`config.mk`:
```
export PLATFORM = sky130hd
export DESIGN_NAME = lbg_conv_ctrl
export DESIGN_NICKNAME = d
export VERILOG_FILES = /design/src/rtl/lbg_conv_ctrl.sv
export SDC_FILE = /design/constraint.sdc
export NUM_CORES = 1
export LEC_CHECK = 0
export CAP_MARGIN = 0
export CORE_UTILIZATION = 45
export CTS_BUF_LIST = sky130_fd_sc_hd__clkbuf_8
export CTS_CLUSTER_DIAMETER = 60
export CTS_CLUSTER_SIZE = 10
export DETAILED_ROUTE_END_ITERATION = 8
export PLACE_DENSITY_LB_ADDON = 0.15
export RECOVER_POWER = 50
export SYNTH_ARGS = -nofsm -noshare
export SYNTH_HDL_FRONTEND = slang
export SYNTH_SLANG_ARGS = --single-unit
```
`constraint.sdc`:
```
create_clock -name clk -period 5.8 [get_ports clk]
set_clock_uncertainty 0.05 [all_clocks]
set_input_delay 0.87 -clock clk [delete_from_list [all_inputs] [get_ports clk]]
set_output_delay 0.87 -clock clk [all_outputs]
set_load 0.005 [all_outputs]
```
`src/rtl/lbg_conv_ctrl.sv`:
```
// LBG codebook-training loop controller.
// Sequences distortion passes and codebook updates until convergence or MAX_ITER.
module lbg_conv_ctrl #(
    parameter int unsigned EPS_SHIFT = 7,
    parameter int unsigned MAX_ITER  = 20
) (
    input  logic        clk,
    input  logic        rst,
    input  logic        START,
    output logic        D_CLEAR,
    output logic        D_START,
    input  logic        D_FINSH,
    input  logic [44:0] D1,
    output logic        CB_UPDATE_START,
    input  logic        CB_UPDATE_FINSH,
    output logic        BUSY,
    output logic        FINSH,
    output logic        CONVERGED,
    output logic [5:0]  ITER_CNT,
    output logic [44:0] D_PREV
);

    typedef enum logic [3:0] {
        S_IDLE,
        S_CLR,
        S_RUN,
        S_WAIT_D,
        S_LATCH,
        S_CHECK,
        S_UPD,
        S_WAIT_U,
        S_DONE
    } state_t;

    localparam logic [5:0] ITER_LIMIT = 6'(MAX_ITER);

    state_t      state_q, state_d;
    logic        d_clear_q, d_clear_d;
    logic        d_start_q, d_start_d;
    logic        cb_start_q, cb_start_d;
    logic        finsh_q, finsh_d;
    logic        busy_q, busy_d;
    logic        conv_q, conv_d;
    logic        first_q, first_d;
    logic [5:0]  iter_q, iter_d;
    logic [44:0] d_prev_q, d_prev_d;
    logic [44:0] d_cur_q, d_cur_d;

    logic        d_rise;
    logic        d_zero;
    logic        d_small;
    logic        conv_hit;

    // Convergence test; the difference is only meaningful when no increase occurred.
    always_comb begin
        d_rise   = d_cur_q > d_prev_q;
        d_zero   = d_cur_q == '0;
        d_small  = 1'b0;
        if (!d_rise) begin
            d_small = (d_prev_q - d_cur_q) <= (d_cur_q >> EPS_SHIFT);
        end
        conv_hit = d_rise || d_zero || d_small;
    end

    // Next-state and next-output logic; pulses are computed for the state being entered.
    always_comb begin
        state_d    = state_q;
        d_clear_d  = 1'b0;
        d_start_d  = 1'b0;
        cb_start_d = 1'b0;
        finsh_d    = 1'b0;
        conv_d     = conv_q;
        first_d    = first_q;
        iter_d     = iter_q;
        d_prev_d   = d_prev_q;
        d_cur_d    = d_cur_q;

        unique case (state_q)
            S_IDLE: begin
                if (START) begin
                    state_d   = S_CLR;
                    d_clear_d = 1'b1;
                    iter_d    = '0;
                    first_d   = 1'b1;
                    conv_d    = 1'b0;
                end
            end
            S_CLR: begin
                state_d   = S_RUN;
                d_start_d = 1'b1;
            end
            S_RUN: begin
                state_d = S_WAIT_D;
            end
            S_WAIT_D: begin
                if (D_FINSH) begin
                    state_d = S_LATCH;
                end
            end
            S_LATCH: begin
                d_cur_d = D1;
                state_d = S_CHECK;
            end
            S_CHECK: begin
                if (first_q) begin
                    d_prev_d   = d_cur_q;
                    first_d    = 1'b0;
                    state_d    = S_UPD;
                    cb_start_d = 1'b1;
                end else if (conv_hit) begin
                    conv_d  = 1'b1;
                    state_d = S_DONE;
                    finsh_d = 1'b1;
                end else if (iter_q == ITER_LIMIT) begin
                    conv_d  = 1'b0;
                    state_d = S_DONE;
                    finsh_d = 1'b1;
                end else begin
                    d_prev_d   = d_cur_q;
                    state_d    = S_UPD;
                    cb_start_d = 1'b1;
                end
            end
            S_UPD: begin
                iter_d  = iter_q + 6'd1;
                state_d = S_WAIT_U;
            end
            S_WAIT_U: begin
                if (CB_UPDATE_FINSH) begin
                    state_d   = S_CLR;
                    d_clear_d = 1'b1;
                end
            end
            S_DONE: begin
                state_d = S_IDLE;
            end
            default: begin
                state_d = S_IDLE;
            end
        endcase

        busy_d = state_d != S_IDLE;
    end

    // State and registered outputs, with synchronous reset to IDLE.
    always_ff @(posedge clk) begin
        if (rst) begin
            state_q    <= S_IDLE;
            d_clear_q  <= 1'b0;
            d_start_q  <= 1'b0;
            cb_start_q <= 1'b0;
            finsh_q    <= 1'b0;
            busy_q     <= 1'b0;
            conv_q     <= 1'b0;
            first_q    <= 1'b1;
            iter_q     <= '0;
            d_prev_q   <= '0;
            d_cur_q    <= '0;
        end else begin
            state_q    <= state_d;
            d_clear_q  <= d_clear_d;
            d_start_q  <= d_start_d;
            cb_start_q <= cb_start_d;
            finsh_q    <= finsh_d;
            busy_q     <= busy_d;
            conv_q     <= conv_d;
            first_q    <= first_d;
            iter_q     <= iter_d;
            d_prev_q   <= d_prev_d;
            d_cur_q    <= d_cur_d;
        end
    end

    assign D_CLEAR         = d_clear_q;
    assign D_START         = d_start_q;
    assign CB_UPDATE_START = cb_start_q;
    assign FINSH           = finsh_q;
    assign BUSY            = busy_q;
    assign CONVERGED       = conv_q;
    assign ITER_CNT        = iter_q;
    assign D_PREV          = d_prev_q;

endmodule

```
**Yosys cells after proc, flatten, opt, wreduce, memory -nomap -nowiden**

Cells that the tools add are included.

- Register bits after elaboration: 107
- Input port bits: 50
- Output and inout port bits: 57
- Word-level logic and storage cells: 71

- Add/subtract/negate cells: 2
- Order comparisons: 2
- Equality and inequality tests: 13
- Multiplexer cells: 29
- Bitwise operators: 1
- Reductions and logical operators: 13

Operators by type and width:

| kind | number |
|---|---|
| $mux W45 | 3 |
| $gt A45 B45 Y1 | 1 |
| $le A45 B38 Y1 | 1 |
| $logic_not A45 Y1 | 1 |
| $sub A45 B45 Y45 | 1 |
| $pmux W4 S8 | 1 |
| $mux W4 | 6 |
| $eq A4 B3 Y1 const B | 4 |
| $mux W1 | 14 |
| $pmux W6 S2 | 1 |
| $eq A4 B2 Y1 const B | 2 |
| $ne A2 B2 Y1 const B | 4 |
| $add A6 B1 Y6 const B | 1 |
| $eq A6 B5 Y1 const B | 1 |
| $mux W6 | 1 |
| $pmux W1 S2 | 3 |
| $eq A4 B1 Y1 const B | 1 |
| $logic_not A4 Y1 | 1 |
| $reduce_and A2 Y1 | 2 |
| $reduce_and A4 Y1 | 1 |
| $reduce_bool A2 Y1 | 2 |
| $reduce_bool A4 Y1 | 1 |
| $ne A3 B3 Y1 const B | 1 |
| $reduce_and A3 Y1 | 1 |
| 4 further kinds | 5 |

**Depth between registers and ports, before layout**

Gate-level depths: netlist of the first run.

- Depth in word-level cells: 8
- Mapped depth: 28
- Depth with buffers taken out: 26

**Worst setup path before layout of the first run**

OpenSTA, ideal clock, no wires.

- Path kind: register to register
- Start point: register d_prev_q[0] (netlist: D_PREV[0])
- End point: register state_q[1]
- Library setup time: 120 ps
- Arrival: 4955 ps
- Data required time: 5630 ps
- Path slack: 675 ps
- Cell stages (with the launch flop): 27
- Buffers on the path: 1
- Clock period less this slack: 5125 ps
- Cell sequence: dfxtp_1 inv_1 ha_1 fa_1 nor2b_1 o2111ai_1 a21oi_1 a21o_1 a211oi_2 o21ai_0 a21o_1 a21oi_1 o21bai_1 a21oi_1 xnor2_1 ha_1 nand2_1 nor4_1 nand3_1 or2_2 o22ai_1 a2bb2oi_1 nand4_1 nor4_4 o31ai_2 buf_6 o31a_1

- Longest elaborated chain between the ends: 7
- Elaborated cells between the ends (all ways): 9
- Classes of those cells: add/sub (1); order compare (2); mux (4); reduce/logical (2)

Ends and longest elaborated chain:

| what | line | source |
|---|---|---|
| start: declaration | 46 | `logic [44:0] d_prev_q, d_prev_d;` |
| start signal: assignment | 169 | `d_prev_q <= d_prev_d;` |
| $sub A45 B45 Y45 | 60 | `d_small = (d_prev_q - d_cur_q) <= (d_cur_q >> EPS_SHIFT);` |
| $le A45 B38 Y1 | 60 |  |
| $mux W1 | 59 | `if (!d_rise) begin` |
| $logic_or A1 B1 Y1 (*) | 62 | `conv_hit = d_rise \|\| d_zero \|\| d_small;` |
| $mux W4 (*) | 110 | `end else if (conv_hit) begin` |
| $mux W4 (*) | 105 | `if (first_q) begin` |
| $pmux W4 S8 (*) | 78 | `unique case (state_q)` |
| end signal: assignment | 160 | `state_q <= state_d;` |
| end: declaration | 37 | `state_t state_q, state_d;` |

Every way passes the cells marked *; elsewhere a longest branch is shown, timed or not.
A chain may end at the register's enable or synchronous reset.

**Worst setup path after layout of the first run**

- Start point: register d_cur_q[12]
- End point: register d_prev_q[3] (netlist: D_PREV[3])

- Longest elaborated chain between the ends: 6
- Elaborated cells between the ends (all ways): 9
- Classes of those cells: add/sub (1); order compare (2); eq/ne (1); mux (1); reduce/logical (4)

Ends and longest elaborated chain:

| what | line | source |
|---|---|---|
| start: declaration | 47 | `logic [44:0] d_cur_q, d_cur_d;` |
| start signal: assignment | 170 | `d_cur_q <= d_cur_d;` |
| $sub A45 B45 Y45 | 60 |  |
| $le A45 B38 Y1 | 60 |  |
| $mux W1 | 59 |  |
| $logic_or A1 B1 Y1 (*) | 62 |  |
| $ne A2 B2 Y1 (no source line) (*) | -- |  |
| $reduce_and A3 Y1 (no source line) (*) | -- |  |

Marks and branches as above.

==> impl_metrics.tcl, run 1 <==
set metrics [dict create \
    setup_ws_ns 0.3397 \
    dr.first_iter.drc_count 466 \
    worst_slew_pin_slew_ns 2.770 \
    r2r_end "D_PREV[3]" \
    wl_per_cell_um 15.91 \
    startpoint "d_cur_q[12]" \
    drcViolationCount 0 \
    placed_area_mm2 0.009211 \
    viasPerCell 5.410 \
    synthToLayoutAreaGrowth_pct 20.34 \
    post-route-period-util 0.9414 \
    path_buf_inv 2 \
    cp.depth 22 \
    yosysUniqueCellTypes 63 \
    cpMaxStageDelayCell "o31ai_4" \
    synthArstFlopShare 0 \
    rsz0062_at_grt "false" \
    max_cap_violations 2 \
    synth_top_area_share 0.2693 \
    ios 107 \
    synth_area_mm2 0.007955 \
    power.leakage_nw 3.758 \
    required_ns 6.09 \
    insertion_delay_ns 0.41 \
    fmax_mhz 183.1 \
    grt_pass1_wl_um 33800 \
    yosys_warnings 0 \
    grt.overflow.total 0 \
    core_area_mm2 0.01730 \
    crit_chain "inv_1, ha_1, a21oi_1, o21ai_0, a21o_1, a211oi_1, a21oi_1, or3_1, xor2_1, ha_1, nand3_1, nor4_2, nand3_1, or2_2, a21oi_2, nor3_1, a2bb2oi_1, nand4_1, nor4_4, o31ai_4, clkbuf_16, mux2i_1" \
    synth_edf_count 0 \
    cts-root-buf "clkbuf_8" \
    violations "max-capacitance violations, max-slew violations" \
    htreeDepth 3 \
    die_w_um 135.0 \
    finalSetupViolCount 0 \
    via_count 7223 \
    grt_max_degree 82 \
    worstSetupPathType "flop to flop" \
    ctsLongestPathBuffers 2 \
    cts_buffers 9 \
    grt_antenna_before_repair 0 \
    reg2reg_slack_ns 0.34 \
    synth_area_per_cell_um2 7.814 \
    r2r-start "d_cur_q[12]" \
    synthCells 1018 \
    wirelength_um 21250 \
    postRouteAntennaNets 0 \
    crit_arrival_ns 5.75 \
    antenna_cells 0 \
    status "complete, but fails checks" \
    rows 48 \
    cp_top_family "compound AO/OA/AOI/OAI gates" \
    initial_core_util 0.4599 \
    ir_drop_mv 0.1131 \
    whs_ns 0.4265 \
    critical_path.endpoint "D_PREV[3]" \
    grt_usage 0.2340 \
    die-area_mm2 0.01821 \
    relSlewSlack -0.8469 \
    dieHeight_um 135.0 \
    final_area_mm2 0.009573 \
    synthFlopType "dfxtp_1" \
    fin_nets 1242 \
    slew_viol_final 151 \
    cts_tree "done" \
    place.gp.congestion 0.9195 \
    fillerInstances 1695 \
    fin_util 0.5535 \
    first_pass_iters 5 \
    finalCriticalPeriod_ns 5.460 \
    hold_viol 0 \
    hold_path_class "flop to flop" \
    ys_seq_area_frac 0.2693 \
    grt_pass1_vias 6713 \
    path_clk_slew_ns 0.11 \
    pre_cts_slack_ns 0.1182 \
    drive_above_1_share 0.07207 \
    critPathMaxStageDelay_ns 0.66 \
    hpwlAfterDp_um 16130 \
    ys_seq_elements 107 \
    port_buffers 106 \
    holdBufCountCts 0 \
    cp-end-kind "flop" \
    yosys.area.top_type "dfxtp_1" \
    synth_area_leaders "dfxtp_1 27%, ha_1 13%, nand2b_1 7.5%, a21oi_1 7.1%, nand2_1 6.6%" \
    syn_nets 1154 \
    crit_fanout 8 \
    critical_path.startpoint_type "flop" \
    clkSinkCount 107 \
    r2r_cells 22 \
    fin_tns_setup_ns 0 \
    p_per_area_mw_per_mm2 191.9 \
]
[how the worst min path moves through the flow]
stage / start / endpoint / slack (ns) / depth (start not counted)
6_report: d_cur_q[4] / d_cur_q[4] / 0.43 / 2
3_5_place_dp: d_cur_q[4] / d_cur_q[4] / 0.43 / 2
5_1_grt: d_cur_q[4] / d_cur_q[4] / 0.45 / 2
4_1_cts: d_cur_q[4] / d_cur_q[4] / 0.45 / 2
3_3_place_gp: D_PREV[0] / D_PREV[0] / 0.43 / 2
2_1_floorplan: d_cur_q[14] / d_cur_q[14] / 0.41 / 2
[worst min-delay path, cell delays in order, from the launching register on]
cell	delay (ns)
dfxtp_2	0.35
nand2_1	0.05
a21oi_1	0.05
[through the flow]
step	cells	total power, mW
after global placement	1314	1.381
after global routing	1335	1.950
after detailed placement	1314	1.383
after floorplan	1018	1.216
final	1335	1.837
after CTS	1329	1.826
[state kept, by name (all words and copies together) (netlist names)]
signal	count
ITER_CNT	6
first_q	1
d_cur_q	45
BUSY	1
CONVERGED	1
CB_UPDATE_START	1
D_PREV	45
D_CLEAR	1
FINSH	1
D_START	1
state_q	4
[cells in the final DEF (no fill, tap or decap), types with 21 or more instances in the layout]
| cell | count |
|---|---|
| nand2_1 | 140 |
| dfxtp_1 | 97 |
| a21o_1 | 21 |
| clkdlybuf4s50_1 | 80 |
| xnor2_1 | 23 |
| nand4_1 | 21 |
| nor2_1 | 44 |
| o21ai_0 | 32 |
| mux2i_1 | 45 |
| dlygate4sd3_1 | 25 |
| ha_1 | 79 |
| inv_1 | 61 |
| a21oi_1 | 106 |
| nand2b_1 | 96 |
[kinds of logic (layout without fill, tap and decap cells)]
kind of cell               count (synthesis)  in the layout  share of synthesized area
xor gates and xnor gates                  41             41                    0.04514
buffers and inverters                    107            199                    0.05505
and+or+nand+nor                          388            388                     0.2476
muxes                                     46             46                    0.05804
DFF                                      107            107                     0.2693
adders and majority gates                 86             86                     0.1362
AOI/OAI and AO/OA                        243            243                     0.1887
[layout make-up]
class / count / area, um2 / share of cell area
clock buffer: 9 / 123.9 / 0.01294
multi-input combinational: 804 / 5487 / 0.5731
timing repair buffer: 124 / 1254 / 0.1310
tap: 225 / 281.5 / 0.02941
clock inverter: 6 / 47.55 / 0.004967
sequential: 107 / 2155 / 0.2251
inverter: 60 / 225.2 / 0.02353
[timing repair]
action	CTS	global route
setup endpoints to repair	0	51
buffers inserted	0	2
gates resized for setup	0	37
[power by group]
| part | leakage, nW | total (mW) | internal, mW | switching [mW] |
|---|---|---|---|---|
| registers | 0.868 | 0.753 | 0.742 | 0.0111 |
| clock network | 0.0923 | 0.437 | 0.159 | 0.277 |
| logic | 2.80 | 0.647 | 0.308 | 0.339 |
| total | 3.76 | 1.84 | 1.21 | 0.627 |
[cells in the mapped netlist (all sizes together), types with 2 or more instances]
cell and n:
nand2 140, a21oi 113, dfxtp 107, nand2b 96, ha 85, inv 60, nor2 47, mux2i 45
o21ai 40, clkbuf 36, xnor2 23, nand4 22, a21o 21, nand3 18, nor4 18, xor2 18
nor3 13, buf 11, a211oi 9, a31oi 9, o21a 8, nor2b 7, a21boi 5, and4 5
nand3b 5, o21bai 5, o31ai 5, and3 4, o211ai 4, o22ai 4, or2 4, or3 4
o221ai 3, o31a 3, a211o 2, o2111ai 2
[layer usage]
layer	vias up	wire (um)	global-route usage
li1	3739	-	-
met1	3312	10220	0.3092
met2	145	9704	0.3814
met3	27	953	0.04580
met4	0	366	0.07491
met5	-	0	0
Power figures use the tool's default switching activity.
==> run 2: changes to the inputs <==
MAX_ROUTING_LAYER = met4   (was not set)
==> run 2 against run 1 <==
The run still ends with max-capacitance violations, max-slew violations left. Flip-flop and latch count is the same. Via count grew 0.89%. Register-to-register slack barely moved. Utilization is essentially flat. Clock power is 18% higher. Clock-buffer cell count is the same. Power up 4.4%. Die area unchanged. Critical path type unchanged. Critical endpoint is now state_q[2]. Highest routed layer unchanged.
==> impl_metrics.tcl, run 2 (synthesis gave the netlist of run 1 again) <==
set metrics [dict create \
    cts_buffers 9 \
    cts-root-buf "clkbuf_8" \
    viasPerCell 5.442 \
    grt_max_degree 82 \
    instances_no_fill 1339 \
    crit_fanout 5 \
    place.gp.congestion 0.9317 \
    synthToLayoutAreaGrowth_pct 20.43 \
    htreeDepth 3 \
    grt_pass1_vias 6784 \
    cp-end-kind "flop" \
    hold_viol 0 \
    drive_above_1_share 0.05566 \
    worst_slew_pin_slew_ns 2.758 \
    power.leakage_nw 3.793 \
    violations "max-capacitance violations, max-slew violations" \
    postRouteAntennaNets 0 \
    finalCriticalPeriod_ns 5.462 \
    max_cap_violations 2 \
    post-route-period-util 0.9417 \
    critical_path.startpoint_type "flop" \
    fillerInstances 1702 \
    hold_depth 2 \
    drcViolationCount 0 \
    hold_path_class "flop to flop" \
    port_buffers 106 \
    slew_viol_final 151 \
    power_mw 1.917 \
    layout_commonest_cell "nand2_1" \
    worstSetupPathType "flop to flop" \
    wirelength_um 21460 \
    die_w_um 135.0 \
    hpwlAfterDp_um 16250 \
    grt_pass1_wl_um 34170 \
    dieHeight_um 135.0 \
    ios 107 \
    rows 48 \
    grt_antenna_before_repair 0 \
    status "complete, but fails checks" \
    required_ns 6.06 \
    grt.overflow.total 0 \
    most-common-layout-cells "140 x nand2_1, 110 x a21oi_1, 107 x dfxtp_1, 96 x nand2b_1, 85 x ha_1" \
    r2r_cells 24 \
    ir_drop_mv 0.1362 \
    dp.cells 1315 \
    finalSetupViolCount 0 \
    crit_arrival_ns 5.72 \
    p_per_area_mw_per_mm2 200.1 \
    dr.first_iter.drc_count 543 \
    relSlewSlack -0.8388 \
    ctsLongestPathBuffers 2 \
    insertion_delay_ns 0.42 \
    via_count 7287 \
    cts_tree "done" \
    antenna_cells 0 \
    grt_usage 0.2430 \
    path_clk_slew_ns 0.11 \
    fin_nets 1245 \
    whs_ns 0.4471 \
    die-area_mm2 0.01821 \
    initial_core_util 0.4599 \
    first_pass_iters 5 \
    core_area_mm2 0.01730 \
    fmax_mhz 183.1 \
    wl_per_cell_um 16.03 \
    clkSinkCount 107 \
]
## run 2: worst max-delay path: stages, from the launching register on
cell,delay (ns)
dfxtp_1,0.38
inv_1,0.05
ha_1,0.35
a21o_1,0.21
a31o_2,0.24
o21a_1,0.22
a211o_1,0.36
a31oi_2,0.26
nor2_1,0.07
nor2_1,0.25
o211ai_1,0.21
xor2_1,0.19
ha_1,0.31
nand4_1,0.13
nor2_1,0.16
nand3_1,0.11
or2_2,0.32
o22ai_1,0.18
a2bb2oi_2,0.15
nand4_1,0.16
nor4_4,0.29
o31ai_4,0.12
buf_4,0.17
buf_4,0.13
o31a_1,0.28
## run 2: worst paths after layout
| check | end | from | slack (ns) |
|---|---|---|---|
| worst max-delay path | state_q[2] | d_cur_q[4] | 0.34 |
| worst min-delay path | d_cur_q[4] | d_cur_q[4] | 0.45 |
| worst max register to register | state_q[2] | d_cur_q[4] | 0.34 |
| worst min register to register | d_cur_q[4] | d_cur_q[4] | 0.45 |
## run 2: final cells by class
| type | count | area [um2] | share of cell area |
|---|---|---|---|
| Multi-Input combinational cell | 804 | 5444 | 0.5682 |
| Sequential cell | 107 | 2142 | 0.2236 |
| Timing Repair Buffer | 127 | 1272 | 0.1328 |
| Tap cell | 225 | 281.5 | 0.02938 |
| Inverter | 60 | 225.2 | 0.02351 |
| Clock buffer | 9 | 123.9 | 0.01293 |
| Clock inverter | 7 | 91.34 | 0.009534 |
## run 2: metrics by stage
step	setup slack (ns)	utilization	setup TNS, ns	cell area, um2
after floorplan	0.6752	-	0	7955
after global placement	0.3105	0.5330	0	9219
after detailed placement	0.1543	0.5330	0	9219
after CTS	0.09928	0.5454	0	9434
after global routing	-0.009168	0.5539	-0.01751	9580
final	0.3380	0.5539	0	9580
## run 2: routing by layer
metal	up-vias	GRT usage	part of all wire
met5	-	-	0
met4	0	0.06991	0.017
met1	3357	0.3225	0.48
met2	166	0.3771	0.46
met3	23	0.04242	0.042
li1	3741	-	-
## run 2: power breakdown
| group | internal [mW] | switching, mW |
|---|---|---|
| logic | 0.310 | 0.338 |
| registers | 0.742 | 0.0112 |
| clock network | 0.212 | 0.303 |
| total | 1.26 | 0.653 |
## run 2: timing repair
action	4_1_cts	5_1_grt
hold endpoints to repair	0	0
setup buffers	0	5
setup endpoints to repair	0	51
hold buffers	0	0
resized for setup	0	13
==> run 3: changes to the inputs <==
CORE_MARGIN = 5   (was not set)
==> run 3 against run 2 <==
The flow still finishes with violations (max-capacitance violations, max-slew violations). Largest power group unchanged. Sequential share of layout area hardly changed. Worst hold slack lost 0.0045 ns. Via count up 0.55%. Maximum frequency shrank 0.40%. Non-clock buffer count decreased by 1. Clock power is 3% lower. Worst setup slack lost 0.022 ns.
==> impl_metrics.tcl, run 3 (synthesis gave the netlist of run 1 again) <==
set metrics [dict create \
    top_layer_used "met4" \
    finalSetupViolCount 0 \
    regArea_mm2 0.002142 \
    wirelength_um 22050 \
    via_count 7327 \
    port_buffers 106 \
    place.gp.congestion 0.9507 \
    cts-root-buf "clkbuf_8" \
    grt_pass1_vias 6771 \
    final_area_mm2 0.009564 \
    max_cap_violations 1 \
    dp.cells 1312 \
    hpwlAfterDp_um 16760 \
    hold_viol 0 \
    worstSetupPathType "flop to flop" \
    dr.first_iter.drc_count 473 \
    htreeDepth 3 \
    fin_nets 1244 \
    power.leakage_nw 3.876 \
    postRouteAntennaNets 0 \
    critPathMaxStageDelay_ns 0.39 \
    grt_usage 0.2126 \
    met3_wirelength_um 832 \
    drcViolationCount 0 \
    violations "max-capacitance violations, max-slew violations" \
    grt.overflow.total 0 \
    first_pass_iters 5 \
    p_switching_uw 634.8 \
    core_area_mm2 0.01730 \
    finalCriticalPeriod_ns 5.484 \
    holdBufCountCts 0 \
    ios 107 \
    die_w_um 143.0 \
    rows 48 \
    insertion_delay_ns 0.39 \
    required_ns 6.04 \
    cp-end-kind "flop" \
    antenna_cells 0 \
    slew_viol_final 82 \
    p_int_mw 1.254 \
    grt_antenna_before_repair 0 \
    drive_above_1_share 0.05211 \
    critical_path.startpoint_type "flop" \
    layout_commonest_cell "nand2_1" \
    seqPwrFrac 0.399 \
    multiInputGateArea_mm2 0.005419 \
    wl_met1_um 10780 \
    path_clk_slew_ns 0.11 \
    clkSinkCount 107 \
    initial_core_util 0.4599 \
    ir_drop_mv 0.1238 \
    wl_met2_um 10160 \
    grt_pass1_wl_um 34400 \
    relSlewSlack -0.8302 \
    dieHeight_um 143.0 \
    p_per_area_mw_per_mm2 197.4 \
    fillerInstances 1709 \
    viasPerCell 5.476 \
    grt_max_degree 82 \
    ctsLongestPathBuffers 2 \
    power_frac_comb 0.336 \
    status "complete, but fails checks" \
    cts_tree "done" \
    crit_arrival_ns 5.72 \
    synthToLayoutAreaGrowth_pct 20.23 \
    pwr-share-clk 0.265 \
    hold_path_class "flop to flop" \
    cts_buffers 9 \
    placed_area_mm2 0.009196 \
    worst_slew_pin_slew_ns 2.745 \
    cpMaxStageDelayCell "dfxtp_1" \
    die-area_mm2 0.02044 \
    wl_per_cell_um 16.48 \
    power.share.switching 0.3361 \
    instances_no_fill 1338 \
    post-route-period-util 0.9455 \
    most-common-layout-cells "140 x nand2_1, 110 x a21oi_1, 107 x dfxtp_1, 96 x nand2b_1, 85 x ha_1" \
    fmax_mhz 182.3 \
    crit_fanout 4 \
]
## run 3: cell count changes in the layout (fill, tap and decap cells not counted), sizes merged
cell and delta:
inv -1, dlygate4sd3 +26, clkdlybuf4s50 -26, clkinvlp +1, buf -1
## run 3: through the flow
step                power (mW)    util  hold WS (ns)  TNS [ns]  setup slack [ns]
floorplan                1.216       -        0.4124         0            0.6752
global placement         1.376  0.5317        0.4272         0            0.3182
detailed placement       1.379  0.5317        0.4317         0           0.09306
CTS                      1.879  0.5436        0.4476         0           0.04972
global route             1.994  0.5530        0.4708  -0.08999          -0.05645
finish                   1.888  0.5530        0.4426         0            0.3160
## run 3: critical path: cells and delay by family, from the launching register on
kind	cells	cell delay (ns)
xor+xnor	1	0.09
buf+inv	3	0.36
simple gates	7	1.41
flops	1	0.39
fa+ha+maj	2	0.64
compound gates	13	2.45
## run 3: worst paths after layout
path / startpoint / to / slack, ns / depth (start not counted)
worst max register to register: d_cur_q[2] / state_q[2] / 0.32 / 26
worst min register to register: D_PREV[29] / D_PREV[29] / 0.44 / 2
worst min-delay path: D_PREV[29] / D_PREV[29] / 0.44 / 2
worst max-delay path: d_cur_q[2] / state_q[2] / 0.32 / 26
## run 3: cell type report
type | count | area share
Clock buffer | 9 | 0.01295
Clock inverter | 7 | 0.008634
Inverter | 60 | 0.02355
Multi-Input combinational cell | 804 | 0.5666
Sequential cell | 107 | 0.2240
Tap cell | 225 | 0.02943
Timing Repair Buffer | 126 | 0.1349
## run 3: repair_timing
item,4_1_cts,5_1_grt
resized for setup,0,8
setup buffers,0,5
endpoints found under the setup margin,0,51
## run 3: power groups by stage
stage / Combinational, mW / Sequential, mW / Clock (mW)
final: 0.634 / 0.754 / 0.501
after global routing: 0.696 / 0.755 / 0.543
after CTS: 0.612 / 0.754 / 0.513
after detailed placement: 0.609 / 0.771 / 0
after global placement: 0.606 / 0.770 / 0
after floorplan: 0.452 / 0.765 / 0
## run 3: per-layer routing
metal | global-route usage | vias to the layer above
li1 | - | 3741
met1 | 0.2934 | 3419
met4 | 0.04302 | 0
met2 | 0.3331 | 153
met3 | 0.03115 | 14
met5 | - | -
